==> config.mk <==
export PLATFORM = sky130hd
export DESIGN_NAME = serial_frame_shifter
export DESIGN_NICKNAME = d
export VERILOG_FILES = /design/src/rtl/serial_frame_shifter.sv
export SDC_FILE = /design/constraint.sdc
export NUM_CORES = 1
export LEC_CHECK = 0
export CORE_ASPECT_RATIO = 0.6
export CORE_MARGIN = 2
export CORE_UTILIZATION = 50
export DETAILED_ROUTE_END_ITERATION = 7
export MAX_ROUTING_LAYER = met4
export PLACE_DENSITY = 0.76
export SLEW_MARGIN = 20
export SYNTH_ARGS = -nofsm -noshare
export SYNTH_HDL_FRONTEND = slang
export SYNTH_SLANG_ARGS = --single-unit
==> constraint.sdc <==
create_clock -name clk_in -period 5 [get_ports clk_in]
set_input_delay 0.75 -clock clk_in [delete_from_list [all_inputs] [get_ports clk_in]]
set_output_delay 0.75 -clock clk_in [all_outputs]
set_load 0.01 [all_outputs]
==> src/rtl/serial_frame_shifter.sv <==
// Parallel-to-serial word shifter with a one-word holding buffer, so that words
// can be streamed back to back without idle cycles between frames.
//
// state | meaning
// IDLE  | nothing to serialize, outputs quiet, ready for a word
// SHIFT | presenting one bit per cycle from the shift register
module serial_frame_shifter #(
    parameter int WIDTH     = 8,
    parameter bit MSB_FIRST = 1'b1
) (
    input  logic             clk_in,
    input  logic             reset_in,
    input  logic [WIDTH-1:0] data_in,
    input  logic             data_valid_in,
    output logic             data_ready_out,
    output logic             sequence_out,
    output logic             bit_valid_out,
    output logic             frame_done_out,
    output logic [7:0]       words_sent_out
);

    localparam int CW = $clog2(WIDTH);
    localparam logic [CW-1:0] LAST_BIT = CW'(WIDTH - 1);

    typedef enum logic {IDLE, SHIFT} state_t;

    state_t           state_q, state_d;
    logic [WIDTH-1:0] shift_q, shift_d;
    logic [WIDTH-1:0] hold_q, hold_d;
    logic             hold_full_q, hold_full_d;
    logic [CW-1:0]    cnt_q, cnt_d;
    logic [7:0]       words_q, words_d;
    logic             ready_q, ready_d;

    logic             accept;
    logic             last_bit;
    logic [WIDTH-1:0] shifted;

    always_ff @(posedge clk_in or posedge reset_in) begin
        if (reset_in) begin
            state_q     <= IDLE;
            shift_q     <= '0;
            hold_q      <= '0;
            hold_full_q <= 1'b0;
            cnt_q       <= '0;
            words_q     <= '0;
            ready_q     <= 1'b0;
        end else begin
            state_q     <= state_d;
            shift_q     <= shift_d;
            hold_q      <= hold_d;
            hold_full_q <= hold_full_d;
            cnt_q       <= cnt_d;
            words_q     <= words_d;
            ready_q     <= ready_d;
        end
    end

    always_comb begin
        state_d     = state_q;
        shift_d     = shift_q;
        hold_d      = hold_q;
        hold_full_d = hold_full_q;
        cnt_d       = cnt_q;
        words_d     = words_q;

        accept   = data_valid_in & ready_q;
        last_bit = (state_q == SHIFT) && (cnt_q == LAST_BIT);
        if (MSB_FIRST) begin
            shifted = shift_q << 1;
        end else begin
            shifted = shift_q >> 1;
        end

        case (state_q)
            IDLE: begin
                if (accept) begin
                    shift_d = data_in;
                    cnt_d   = '0;
                    state_d = SHIFT;
                end
            end
            SHIFT: begin
                if (!last_bit) begin
                    shift_d = shifted;
                    cnt_d   = cnt_q + 1'b1;
                    if (accept) begin
                        hold_d      = data_in;
                        hold_full_d = 1'b1;
                    end
                end else begin
                    words_d = words_q + 8'd1;
                    cnt_d   = '0;
                    // ready is low whenever the hold is full, so accept and
                    // hold_full_q never coincide here
                    if (hold_full_q) begin
                        shift_d     = hold_q;
                        hold_full_d = 1'b0;
                    end else if (accept) begin
                        shift_d = data_in;
                    end else begin
                        shift_d = '0;
                        state_d = IDLE;
                    end
                end
            end
            default: begin
                state_d = IDLE;
            end
        endcase

        ready_d = ~hold_full_d;
    end

    assign data_ready_out = ready_q;
    assign bit_valid_out  = (state_q == SHIFT);
    assign sequence_out   = bit_valid_out & (MSB_FIRST ? shift_q[WIDTH-1] : shift_q[0]);
    assign frame_done_out = last_bit;
    assign words_sent_out = words_q;

endmodule

# ---- Word level (Yosys, flattened, before mapping)
# Index checks and enable logic that the tools add are counted.
dict set report totals {
  reg_bits 30
  input_bits 11
  out_inout_bits 12
}
dict set report op_classes {
  n_addsub 2
  n_eq_ne 2
  muxes 15
  bitwise_logic 5
  reduce_logical 3
}
# op n
set op_table {}
lappend op_table {{two-way mux 8 bit} 4}
lappend op_table {{case mux 8 bit (2 select lines)} 1}
lappend op_table {{adder 8 x 1 -> 8 bit, second input constant} 1}
lappend op_table {{two-way mux 1 bit} 6}
lappend op_table {{two-way mux 3 bit} 2}
lappend op_table {{case mux 3 bit (2 select lines)} 1}
lappend op_table {{adder 3 x 1 -> 3 bit, second input constant} 1}
lappend op_table {{== test 3 bit, second input constant} 1}
lappend op_table {{NOT 1 bit} 3}
lappend op_table {{AND reduction 3 bit} 1}
lappend op_table {{AND 1 bit} 2}
lappend op_table {{inequality test 2 bit, second input constant} 1}
lappend op_table {{case mux 1 bit (2 select lines)} 1}
lappend op_table {{AND reduction 2 bit} 1}
lappend op_table {{logical AND 1 bit} 1}

# ---- Longest topological paths before layout
# Gate-level depths: netlist of run 1.
dict set report logic_depth {
  word_depth 5
  ltp_mapped 7
  ltp_nobuf 7
}

# ---- Worst setup path after synthesis of run 1
# OpenSTA, ideal clock, no wires.
dict set report synth_path {
  kind {register to output}
  start {reg cnt_q[0]}
  end {out frame_done_out}
  t_arrival_ps 984
  setup_slack_ps 3266
  path_stages_with_launch 5
  path_buffers 0
  cell_sequence {dfrtp_1 > ha_1 > ha_1 > nand2_2 > inv_2}
}
dict set report synth_via {
  elab_chain_len 2
}
# element line
set synth_rtl {}
lappend synth_rtl {{start, declared} 31} ;# logic [CW-1:0] cnt_q, cnt_d;
lappend synth_rtl {{start signal, assigned} 53} ;# cnt_q <= cnt_d;
lappend synth_rtl {{== test 3 bit} 68} ;# last_bit = (state_q == SHIFT) && (cnt_q == LAST_BIT);
lappend synth_rtl {{logical AND 1 bit} 68}
lappend synth_rtl {{end, declared} 18} ;# output logic frame_done_out,
# No other way between the ends.

# ---- Worst setup path in the final report of run 1
# Ends and elaborated chain as after synthesis.

==> summary.txt, run 1 <==
Critical path
  – Worst R2R End: hold_q[1]
  – Critical path arrival: 2230 ps
  – Crit path max-delay family: buffers and inverters
  – Crit-path max cell delay: roughly 550 ps
  – Crit-path most repeated cell: ha_1
  – CP required: ~4300 ps
  – Critical path endpoint: frame_done_out
  – Crit start category: register
  – Crit. End Element: output port
  – Crit Path Category: register to output port
  – Reg-to-Reg Start: cnt_q[0]
  – Worst R2R Path Depth: 5
  – CP cell instances: ha_1 > ha_1 > nand2_2 > inv_2 > clkdlybuf4s50_1
  – Cell count along the critical path: 5
  – Slowest CP cell: clkdlybuf4s50_1
  – Buf/Inv on CP: 2
  – Flop-to-flop setup slack: about 2900 ps
  – CP max FO: 15
  – Crit path launch: cnt_q[0]

Route
  – DRT iter0 DRCs: about 130
  – Pre-antenna DRT Iters: 4
  – # DRC: 0
  – Vias/cell: around 5.7
  – Average wire per standard cell: 16.2 um
  – Vias: 1,052
  – Final wirelength: 3.00 mm
  – DRT antenna net count: 0

Clock tree
  – TritonCTS Buffers: 5
  – H-tree levels: 2
  – Post-CTS Setup Repair Bufs: 0
  – Clock root buffer: clkbuf_8
  – Clock-pin slew on the worst setup and hold paths: 60 ps
  – Max clock buf depth: 2
  – CTS-repair resized insts: 0
  – Skew-Pair Late Insertion Delay: about 280 ps
  – Hold-fix buffers, CTS: 0
  – CTS tree: done
  – CTS sink count: 30

Synth
  – Syn nets: 142
  – Avg Inst Size Synth: between 10 and 15 um2
  – Async SR Flop Fraction: 1.00
  – Simple-gate area share of the yosys netlist: 0.148
  – Syn Inst Count: 128
  – Synth Area in Compound Gates: 0.130
  – Synth cell types: 29
  – Synth Flop Type: dfrtp_1
  – Sequential area share after synthesis: 0.540
  – Main combinational cell family by area after synthesis: simple AND/OR/NAND/NOR gates
  – Synth Area in XOR/XNOR: 0.0441
  – Adder-Cell Fraction of Synth Area: 0.0270
  – Synth Warn #: 0
  – Mux share of post-synthesis cell area: 0.0729
  – Post-Syn Area: 0.00139 mm2
  – Post-synth EDFFs: 0
  – #FFs+latches synth: 30

Layout
  – Finished Layout Cells: 185
  – Area growth syn-to-layout: 22.5%
  – Commonest non-fill, non-tap cell in the layout: dfrtp_1
  – Final core utilization: 0.661
  – Share of layout cells above drive strength 1: 0.0784
  – Nets: ~170
  – Commonest cells after routing, fill and taps aside: dfrtp_1, clkdlybuf4s50_1, nand2_1
  – N_diodes: 0

STA
  – RSZ-0062 raised after global routing: no
  – Final period util: 0.595
  – Worst Skew: 3.98 ps
  – Hold WS: 482 ps
  – Fmax: 0.336 GHz
  – Fin. max-slew vios: 0
  – Fin. Hold Viols: 0
  – Final setup vio count: 0
  – Final worst setup slack: 2020 ps
  – Least-Margin Pin Slew: 623 ps
  – Setup_tns: 0 ps
  – Min Tclk post-route: 2980 ps
  – Slew headroom: 0.584

Global route
  – Largest net degree at the start of global routing: 31
  – Vias in the first global route: 977
  – First-pass GRT wire length: approximately 5.0 mm
  – Met2 GRT Util: 0.288
  – Met1 Usage GRT: 0.328
  – Gr usage total: 0.224
  – Busiest layer in global routing: met1
  – Initial antenna violation count: 0
  – Met3 usage: 0.0804
  – Remaining Overflow, GRT: 0

Floorplan
  – Rows: 14
  – Io pins: 23
  – Area of the die: 0.00323 mm2
  – Initial Util: 0.540
  – Die width: 72.1 um
  – Core ar.: 0.00257 mm2
  – Die Y: 44.8 um

Placed design
  – Placer Congestion: 0.830
  – DP Worst Slack: 2340 ps
  – Hpwl dp: 2.14 mm
  – Placed cells: between 150 and 200
  – Port Buffers: 22

Pwr
  – Cell Pwr Density: 611 mW/mm2
  – Leakage dissipation: 0.000746 uW
  – Max VDD drop: about 0.3 mV

Job
  – Max Cap Viol: 0

Status
  – Status: finished, final reports clean

Worst hold path
  – Worst Hold Class: register to register
[area by class of cell]
class	instances	area (um2)
multi-input cells	86	586
flip-flops and latches	30	751
clock buffers	7	76.3
well taps	32	40.0
fillers	205	872
inverters	8	30.0
repair buffers	22	220
[flip-flops by register name, summed over array words and instances (netlist names), named ones only]
name / cells
words_sent_out: 8
cnt_q: 3
hold_q: 8
shift_q: 8
bit_valid_out: 1
data_ready_out: 1
[worst min path at each step]
| stage | from | endpoint | slack, ps | cells past startpoint |
|---|---|---|---|---|
| floorplan | hold_q[1] | hold_q[1] | 460 | 1 |
| global placement | words_sent_out[7] | words_sent_out[7] | 460 | 1 |
| detailed placement | words_sent_out[7] | words_sent_out[7] | 470 | 1 |
| CTS | words_sent_out[7] | words_sent_out[7] | 490 | 1 |
| global route | hold_q[0] | hold_q[0] | 510 | 1 |
| finish | words_sent_out[7] | words_sent_out[7] | 480 | 1 |
[layer usage]
metal | up-vias | wire length [um]
met5 | - | 0
met2 | 35 | 1280
met4 | 0 | 35
met1 | 511 | 1490
li1 | 501 | -
met3 | 5 | 194
[cell usage after synthesis (3+ instances only)]
library cell	instances	area share
a311o_1	4	0.029
a31oi_1	5	0.023
a32oi_1	6	0.038
and3_1	3	0.014
dfrtp_1	30	0.54
ha_1	3	0.027
inv_1	6	0.016
mux2_1	8	0.065
nand2_1	20	0.054
nand4_1	3	0.014
nor2_1	8	0.022
xnor2_1	6	0.038
[power by group]
group,leakage (uW),internal (uW),switching [uW]
sequential,0.000370,350,99.5
combinational,0.000338,212,198
clock,0.0000383,95.6,86.1
total,0.000746,657,383
[cell families after synthesis]
kind of cell,after synthesis
fa+ha+maj,3
xor+xnor,7
mux,9
simple gates,44
compound gates,23
flops,30
buf+inv,12
[through the flow]
step                cell area [um2]  total power [uW]
finish                         1700              1040
global route                   1700              1110
CTS                            1700              1040
detailed placement             1630               861
global placement               1630               841
floorplan                      1390               716
Note: power is estimated with default switching activity, not from simulation.
==> run 2, diff against run 1 <==
==> constraint.sdc (replaced) <==
create_clock -name clk_in -period 3 [get_ports clk_in]
set_input_delay 0.45 -clock clk_in [delete_from_list [all_inputs] [get_ports clk_in]]
set_output_delay 0.45 -clock clk_in [all_outputs]
set_load 0.01 [all_outputs]
==> summary.txt, run 2 (synthesis results as in run 1) <==
STA
  – Fin. max-slew vios: 0 (unchanged)
  – RSZ-0062 raised after global routing: no
  – Final period util: 0.792
  – Min Tclk post-route: 2380 ps
  – Fmax: between 0.4 and 0.5 GHz
  – Final setup vio count: 0 (unchanged)
  – Fin. Hold Viols: 0 (unchanged)
  – Setup_tns: 0 ps (unchanged)
  – Least-Margin Pin Slew: 559 ps (-63.8 ps)
  – Worst Skew: 4.89 ps (+0.915 ps)
  – Slew headroom: 0.627 (+0.0432)

Critical path
  – Crit start category: register
  – CP required: 2550 ps (-1700 ps)
  – Critical path arrival: 1930 ps (-300 ps)
  – Crit Path Category: register to output port
  – Crit. End Element: output port
  – CP max FO: 18 (+3)

Floorplan
  – Initial Util: 0.540 (unchanged)
  – Rows: 14 (unchanged)
  – Io pins: 23 (unchanged)
  – Die Y: 44.8 um (unchanged)
  – Area of the die: 0.00323 mm2 (unchanged)
  – Die width: 72.1 um (unchanged)
  – Core ar.: 0.00257 mm2 (unchanged)

Layout
  – Area growth syn-to-layout: 24.7%
  – Commonest cells after routing, fill and taps aside: dfrtp_1, clkdlybuf4s50_1, nand2_1
  – Fillers: 194 (-5.4%)
  – Final core utilization: 0.673 (+0.0117)
  – N_diodes: 0 (unchanged)
  – Nets: 169 (+1.2%)
  – Share of layout cells above drive strength 1: 0.0962 (+0.0177)
  – Commonest non-fill, non-tap cell in the layout: dfrtp_1

Clock tree
  – CTS tree: done
  – Post-CTS Setup Repair Bufs: 0 (unchanged)
  – Clock root buffer: clkbuf_8
  – CTS-repair resized insts: 0 (unchanged)
  – H-tree levels: 2 (unchanged)
  – Skew-Pair Late Insertion Delay: 270 ps (about the same)
  – TritonCTS Buffers: 5 (unchanged)
  – Max clock buf depth: 2 (unchanged)
  – Hold-fix buffers, CTS: 0 (unchanged)
  – Clock-pin slew on the worst setup and hold paths: 60 ps (about the same)
  – CTS sink count: 30 (unchanged)

Route
  – Final wirelength: 2.90 mm (-3.2%)
  – Average wire per standard cell: 15.4 um (-4.7%)
  – Pre-antenna DRT Iters: 4 (unchanged)
  – Vias/cell: 5.54 (-2.5%)
  – # DRC: 0 (unchanged)
  – Vias: 1,042 (-0.95%)
  – DRT antenna net count: 0 (unchanged)
  – DRT iter0 DRCs: 101 (-23%)

Pwr
  – Cell Pwr Density: 1020 mW/mm2 (+67%)
  – Power Total: 1770 uW (+70%)
  – Comb power frac: 0.392 (about the same)
  – Seq pwr share: 0.423 (-0.009)
  – Leakage dissipation: 0.000767 uW (+2.8%)
  – Max VDD drop: 0.514 mV (+67%)
  – Clock power share: 0.185 (+0.010)
  – Sw frac: 0.364 (-0.00404)
  – Int Pwr: 1130 uW (+71%)
  – Psw: 645 uW (+68%)

Job
  – Max Cap Viol: 0 (unchanged)

Global route
  – First-pass GRT wire length: 4.84 mm (-3.0%)
  – Gr usage total: 0.210 (-0.0141)
  – Remaining Overflow, GRT: 0 (unchanged)
  – Initial antenna violation count: 0 (unchanged)
  – Largest net degree at the start of global routing: 31 (unchanged)
  – Vias in the first global route: 1,014 (+3.8%)

Placed design
  – Port Buffers: 22 (unchanged)
  – Hpwl dp: 2.05 mm (-4.2%)
  – Placer Congestion: 0.827 (-0.39%)

Worst hold path
  – Worst Hold Class: register to register

Status
  – Status: finished, final reports clean
-- run 2: cell types whose count changed in the layout (fill, tap and decap cells not counted) --
cell	delta
buf_4	+2
clkinv_2	+1
inv_2	-1
inv_1	+1
clkbuf_1	-1
clkbuf_8	+1
-- run 2: through the flow --
stage	hold slack, ps	instances	instance area [um2]	worst slack [ps]
2_1_floorplan	464	128	1390	1360
3_3_place_gp	459	180	1640	923
3_5_place_dp	483	180	1640	935
4_1_cts	492	188	1730	614
5_1_grt	516	188	1730	479
6_report	485	188	1730	623
-- run 2: power by group through the flow --
| stage | sequential [uW] | clock, uW | combinational (uW) |
|---|---|---|---|
| 2_1_floorplan | 700 | 0 | 493 |
| 3_3_place_gp | 743 | 0 | 665 |
| 3_5_place_dp | 752 | 0 | 690 |
| 4_1_cts | 747 | 336 | 696 |
| 5_1_grt | 778 | 360 | 771 |
| 6_report | 748 | 328 | 694 |
-- run 2: critical path, stage by stage (launching register included) --
cell	delay [ps]
dfrtp_1	690
nand2_2	230
inv_2	170
clkdlybuf4s50_1	550
-- run 2: layout make-up --
type                       instances  area, um2  area share
clock inverter                     1       5.00     0.00289
multi-input combinational         86        586       0.338
clock buffer                       7       86.3      0.0498
tap                               32       40.0      0.0231
timing repair buffer              24        235       0.136
inverter                           8       30.0      0.0173
sequential                        30        751       0.433
-- run 2: path summary, 6_finish.rpt --
path | cells past startpoint | to | slack [ps] | start
worst min register to register | 1 | words_sent_out[7] | 490 | words_sent_out[7]
worst min-delay path | 1 | words_sent_out[7] | 490 | words_sent_out[7]
worst max register to register | 6 | hold_q[4] | 990 | cnt_q[0]
worst max-delay path | 3 | frame_done_out | 620 | bit_valid_out
max in group asynchronous | 3 | words_sent_out[4] | 2160 | reset_in
min in group asynchronous | 3 | words_sent_out[6] | 560 | reset_in
-- run 2: per-layer routing --
metal,wire length [um],global-route usage
met1,1500,0.314
met2,1200,0.272
met3,186,0.0647
met4,17,0.0604
met5,0,-
==> run 3, diff against run 2 <==
--- a/config.mk
+++ b/config.mk
@@ -7,10 +7,10 @@
 export LEC_CHECK = 0
 export CORE_ASPECT_RATIO = 0.6
 export CORE_MARGIN = 2
-export CORE_UTILIZATION = 50
+export CORE_UTILIZATION = 47
 export DETAILED_ROUTE_END_ITERATION = 7
 export MAX_ROUTING_LAYER = met4
-export PLACE_DENSITY = 0.76
+export PLACE_DENSITY = 0.75
 export SLEW_MARGIN = 20
 export SYNTH_ARGS = -nofsm -noshare
 export SYNTH_HDL_FRONTEND = slang
==> constraint.sdc (replaced) <==
create_clock -name clk_in -period 2 [get_ports clk_in]
set_input_delay 0.3 -clock clk_in [delete_from_list [all_inputs] [get_ports clk_in]]
set_output_delay 0.3 -clock clk_in [all_outputs]
set_load 0.01 [all_outputs]
==> summary.txt, run 3 (synthesis results as in run 1) <==
Clock tree
  – Clock root buffer: clkbuf_8
  – CTS sink count: 30 (unchanged)
  – Post-CTS Setup Repair Bufs: 0 (unchanged)
  – TritonCTS Buffers: 5 (unchanged)
  – Max clock buf depth: 2 (unchanged)
  – Hold-fix buffers, CTS: 0 (unchanged)
  – CTS tree: done
  – H-tree levels: 2 (unchanged)
  – Skew-Pair Late Insertion Delay: 280 ps (about the same)
  – CTS-repair resized insts: 2 (+2)
  – Clock-pin slew on the worst setup and hold paths: 60 ps (about the same)

Critical path
  – Crit start category: register
  – Crit. End Element: output port
  – Worst R2R End: hold_q[5]
  – CP max FO: 10 (-8)
  – CP required: 1700 ps (-850 ps)
  – Crit Path Category: register to output port
  – Crit path launch: bit_valid_out
  – Worst R2R Path Depth: 5 (-1)
  – Critical path arrival: 1560 ps (-370 ps)
  – Critical path endpoint: sequence_out
  – Flop-to-flop setup slack: 220 ps (-770 ps)
  – Reg-to-Reg Start: cnt_q[0]

STA
  – Setup_tns: 0 ps (unchanged)
  – Final period util: 0.931
  – Fin. max-slew vios: 0 (unchanged)
  – Fin. Hold Viols: 0 (unchanged)
  – Final setup vio count: 0 (unchanged)
  – Least-Margin Pin Slew: 410 ps (-149 ps)
  – Fmax: approximately 0.54 GHz
  – RSZ-0062 raised after global routing: no
  – Min Tclk post-route: between 1500 and 2000 ps
  – Worst Skew: 2.80 ps (-2.10 ps)
  – Slew headroom: 0.725 (+0.0977)

Global route
  – Initial antenna violation count: 0 (unchanged)
  – Gr usage total: 0.214 (+0.00345)
  – First-pass GRT wire length: 4.91 mm (+1.6%)
  – Remaining Overflow, GRT: 0 (unchanged)
  – Largest net degree at the start of global routing: 31 (unchanged)
  – Busiest layer in global routing: met1
  – Met3 usage: 0.0678 (+0.00310)
  – Met1 Usage GRT: 0.289 (-0.0250)
  – Vias in the first global route: 1,020 (+0.59%)
  – Met2 GRT Util: 0.288 (+0.0159)

Floorplan
  – Area of the die: 0.00342 mm2 (+5.9%)
  – Die Y: 46.1 um (+2.9%)
  – Io pins: 23 (unchanged)
  – Initial Util: 0.491 (-0.0493)
  – Core ar.: 0.00283 mm2 (+10%)
  – Rows: 15 (+1)
  – Die width: 74.2 um (+3.0%)

Layout
  – Share of layout cells above drive strength 1: 0.125 (+0.0288)
  – Fillers: 209 (+7.7%)
  – N_diodes: 0 (unchanged)
  – Nets: 173 (+2.4%)
  – Commonest non-fill, non-tap cell in the layout: dfrtp_1
  – Area of the multi-input gates: 588 um2 (+0.43%)
  – Area growth syn-to-layout: 27.8%
  – Commonest cells after routing, fill and taps aside: dfrtp_1, clkdlybuf4s50_1, nand2_1
  – Register Area: 751 um2 (unchanged)

Route
  – Vias/cell: 5.56 (+0.39%)
  – Average wire per standard cell: 15.6 um (+1.3%)
  – Vias: 1,124 (+7.9%)
  – Final wirelength: 3.16 mm (+8.8%)
  – DRT iter0 DRCs: 130 (+29%)
  – Pre-antenna DRT Iters: 4 (unchanged)
  – DRT antenna net count: 0 (unchanged)
  – # DRC: 0 (unchanged)

Pwr
  – Cell Pwr Density: 1530 mW/mm2 (+50%)
  – Max VDD drop: 0.776 mV (+51%)
  – Power Total: 2720 uW (+54%)
  – Leakage dissipation: 0.000788 uW (+2.7%)

Placed design
  – Placer Congestion: 0.895 (+8.2%)
  – Hpwl dp: 2.27 mm (+11%)
  – Port Buffers: 22 (unchanged)

Worst hold path
  – Worst Hold Class: input port to asynchronous set/reset pin

Job
  – Max Cap Viol: 0 (unchanged)

Status
  – Status: finished, final reports clean
[run 3: worst max-delay path: stages, from the launching register on]
cell,delay (ps)
dfrtp_1,560
and2_1,190
clkdlybuf4s50_1,530
[run 3: power breakdown]
| part | internal, uW | switching [uW] |
|---|---|---|
| Sequential | 876 | 237 |
| Combinational | 566 | 544 |
| Clock | 277 | 218 |
[run 3: worst min path at each step]
stage,from,end,slack [ps],cells after the start
final,reset_in,words_sent_out[7],400,3
after floorplan,reset_in,asynchronous set/reset pin,390,1
after detailed placement,words_sent_out[7],words_sent_out[7],480,1
after CTS,reset_in,shift_q[4],410,3
after global placement,words_sent_out[7],words_sent_out[7],460,1
after global routing,reset_in,hold_q[4],450,3
[run 3: routing by layer]
metal | vias to the layer above | share of wire
met3 | 9 | 0.054
met5 | - | 0
li1 | 516 | -
met2 | 36 | 0.44
met4 | 0 | 0.021
met1 | 563 | 0.48
[run 3: area by class of cell]
type | count | share of cell area
Inverter | 8 | 0.0169
Tap cell | 42 | 0.0296
Multi-Input combinational cell | 86 | 0.331
Clock buffer | 7 | 0.0486
Clock inverter | 1 | 0.00282
Sequential cell | 30 | 0.423
Timing Repair Buffer | 28 | 0.149
[run 3: metrics by stage]
| step | utilization | worst slack, ps | cells | hold slack, ps | instance area [um2] |
|---|---|---|---|---|---|
| final | 0.627 | 137 | 202 | 401 | 1780 |
| after global routing | 0.627 | 83.5 | 202 | 454 | 1780 |
| after detailed placement | 0.594 | 173 | 194 | 476 | 1680 |
| after CTS | 0.627 | 137 | 202 | 408 | 1780 |
| after global placement | 0.594 | 244 | 194 | 459 | 1680 |
| after floorplan | - | 364 | 128 | 391 | 1390 |
==> RTL edit 1, RTL diff (settings of run 2) <==
The parameter `WIDTH` goes from 8 to 16.
--- a/src/rtl/serial_frame_shifter.sv
+++ b/src/rtl/serial_frame_shifter.sv
@@ -6,5 +6,5 @@
 // SHIFT | presenting one bit per cycle from the shift register
 module serial_frame_shifter #(
-    parameter int WIDTH     = 8,
+    parameter int WIDTH     = 16,
     parameter bit MSB_FIRST = 1'b1
 ) (
Ports: changed (resized data_in); port bits go from 23 to 31. No check against the original RTL was run, so the function may have changed too.
==> RTL edit 1 against run 2 <==
- critical path depth up 1
- combinational power up 15%
- sequential power up 46%
- design area up 48%
- wire length up 58%
- synthesized area up 55%
- fmax down 9.7%
- power up 30%
- setup slack worse by 0.25 ns
- cell count up 40%
- sequential cell count up 17
- critical endpoint unchanged
==> RTL edit 1: results (changes against run 2) <==
<table>
<tr><th>Metric</th><th>Value</th></tr>
<tr><th colspan="2">Placed design</th></tr>
<tr><td>Count of buffers inserted at the top-level ports</td><td>30 (+36%)</td></tr>
<tr><td>Post-Place Cell Area</td><td>0.002459 mm^2 (+50%)</td></tr>
<tr><th colspan="2">Synthesis</th></tr>
<tr><td>Seq cells post-synth</td><td>47 (+57%)</td></tr>
<tr><td>Share of cell area taken by muxes after synthesis</td><td>10.58% (+3.3 points)</td></tr>
<tr><td>Portion of the post-synthesis area used by sequential elements</td><td>54.65% (+0.65 points)</td></tr>
<tr><td>Most common library cells after synthesis</td><td>sky130_fd_sc_hd__dfrtp_1, sky130_fd_sc_hd__a22oi_1, sky130_fd_sc_hd__o22ai_1, sky130_fd_sc_hd__nand2_1, sky130_fd_sc_hd__mux2_4</td></tr>
<tr><td>Cell types with the largest area share after synthesis</td><td>sky130_fd_sc_hd__dfrtp_1, sky130_fd_sc_hd__a22oi_1, sky130_fd_sc_hd__mux2_4</td></tr>
<tr><td>Synth Area in Adders</td><td>1.163% (-1.5 points)</td></tr>
<tr><td>Distinct cell type count after synthesis</td><td>33 (+14%)</td></tr>
<tr><td>Compound-gate portion of the synthesized area</td><td>17.85% (+4.9 points)</td></tr>
<tr><td>Parity-gate share of the synthesized area counting xor and xnor cells</td><td>3.256% (-1.2 points)</td></tr>
<tr><th colspan="2">Status</th></tr>
<tr><td>Run status</td><td>complete, no violations</td></tr>
<tr><th colspan="2">Critical path</th></tr>
<tr><td>End of the worst register-to-register path</td><td>bit_valid_out$_DFF_PP0_</td></tr>
<tr><td>Top fanout value on the critical path</td><td>9 (-9)</td></tr>
<tr><td>Source of the critical timing path</td><td>cnt_q[0]$_DFFE_PP0P_</td></tr>
<tr><td>Max stage delay cell, worst path</td><td>sky130_fd_sc_hd__clkdlybuf4s50_1</td></tr>
<tr><th colspan="2">Layout</th></tr>
<tr><td>Design Area, Final</td><td>0.002562 mm^2 (+48%)</td></tr>
<tr><td>Register Area</td><td>0.001176 mm^2 (+57%)</td></tr>
<tr><td>Fraction of final layout cells sized beyond drive strength 1</td><td>14.22% (+4.6 points)</td></tr>
<tr><td>Relative area of clock buffers and inverters in the final design</td><td>3.906% (-1.4 points)</td></tr>
<tr><th colspan="2">Drt</th></tr>
<tr><td>DRT Wirelength</td><td>4.584 mm (+58%)</td></tr>
<tr><td>Detailed-routing wirelength on met1</td><td>2.228 mm (+49%)</td></tr>
<tr><td>Post-DR wirelength/cell</td><td>17.36 um (+13%)</td></tr>
<tr><td>First-pass DRT Iterations</td><td>5 (+1)</td></tr>
<tr><th colspan="2">Timing</th></tr>
<tr><td>Hold WS</td><td>0.4789 ns (-0.006482 ns)</td></tr>
<tr><th colspan="2">GRT</th></tr>
<tr><td>Met1 routing resource usage after global routing</td><td>28.98% (-2.5 points)</td></tr>
</table>
[RTL edit 1: cell count changes after synthesis, sizes merged, moves of 6 or more]
cell | before | now
dfrtp | 30 | 47
o22ai | 0 | 16
a22oi | 0 | 30
mux2 | 9 | 16
nor2 | 8 | 1
nand2 | 22 | 13
a32oi | 6 | 0
[RTL edit 1: power by group through the flow]
stage / Clock (mW) / Combinational, mW / Sequential [mW]
floorplan: 0 / 0.647 / 1.01
global placement: 0 / 0.751 / 1.07
detailed placement: 0 / 0.793 / 1.09
CTS: 0.419 / 0.801 / 1.08
global route: 0.444 / 0.871 / 1.12
finish: 0.422 / 0.797 / 1.09
[RTL edit 1: how the worst max path moves through the flow]
stage                                   endpoint  slack [ns]  cells after the start
after global routing              frame_done_out        0.25                      4
after CTS                         frame_done_out        0.39                      4
after global placement    shift_q[1]$_DFFE_PP0P_        0.71                      4
after floorplan            hold_q[0]$_DFFE_PP0P_        1.36                      6
final                             frame_done_out        0.37                      4
after detailed placement  shift_q[1]$_DFFE_PP0P_        0.62                      4
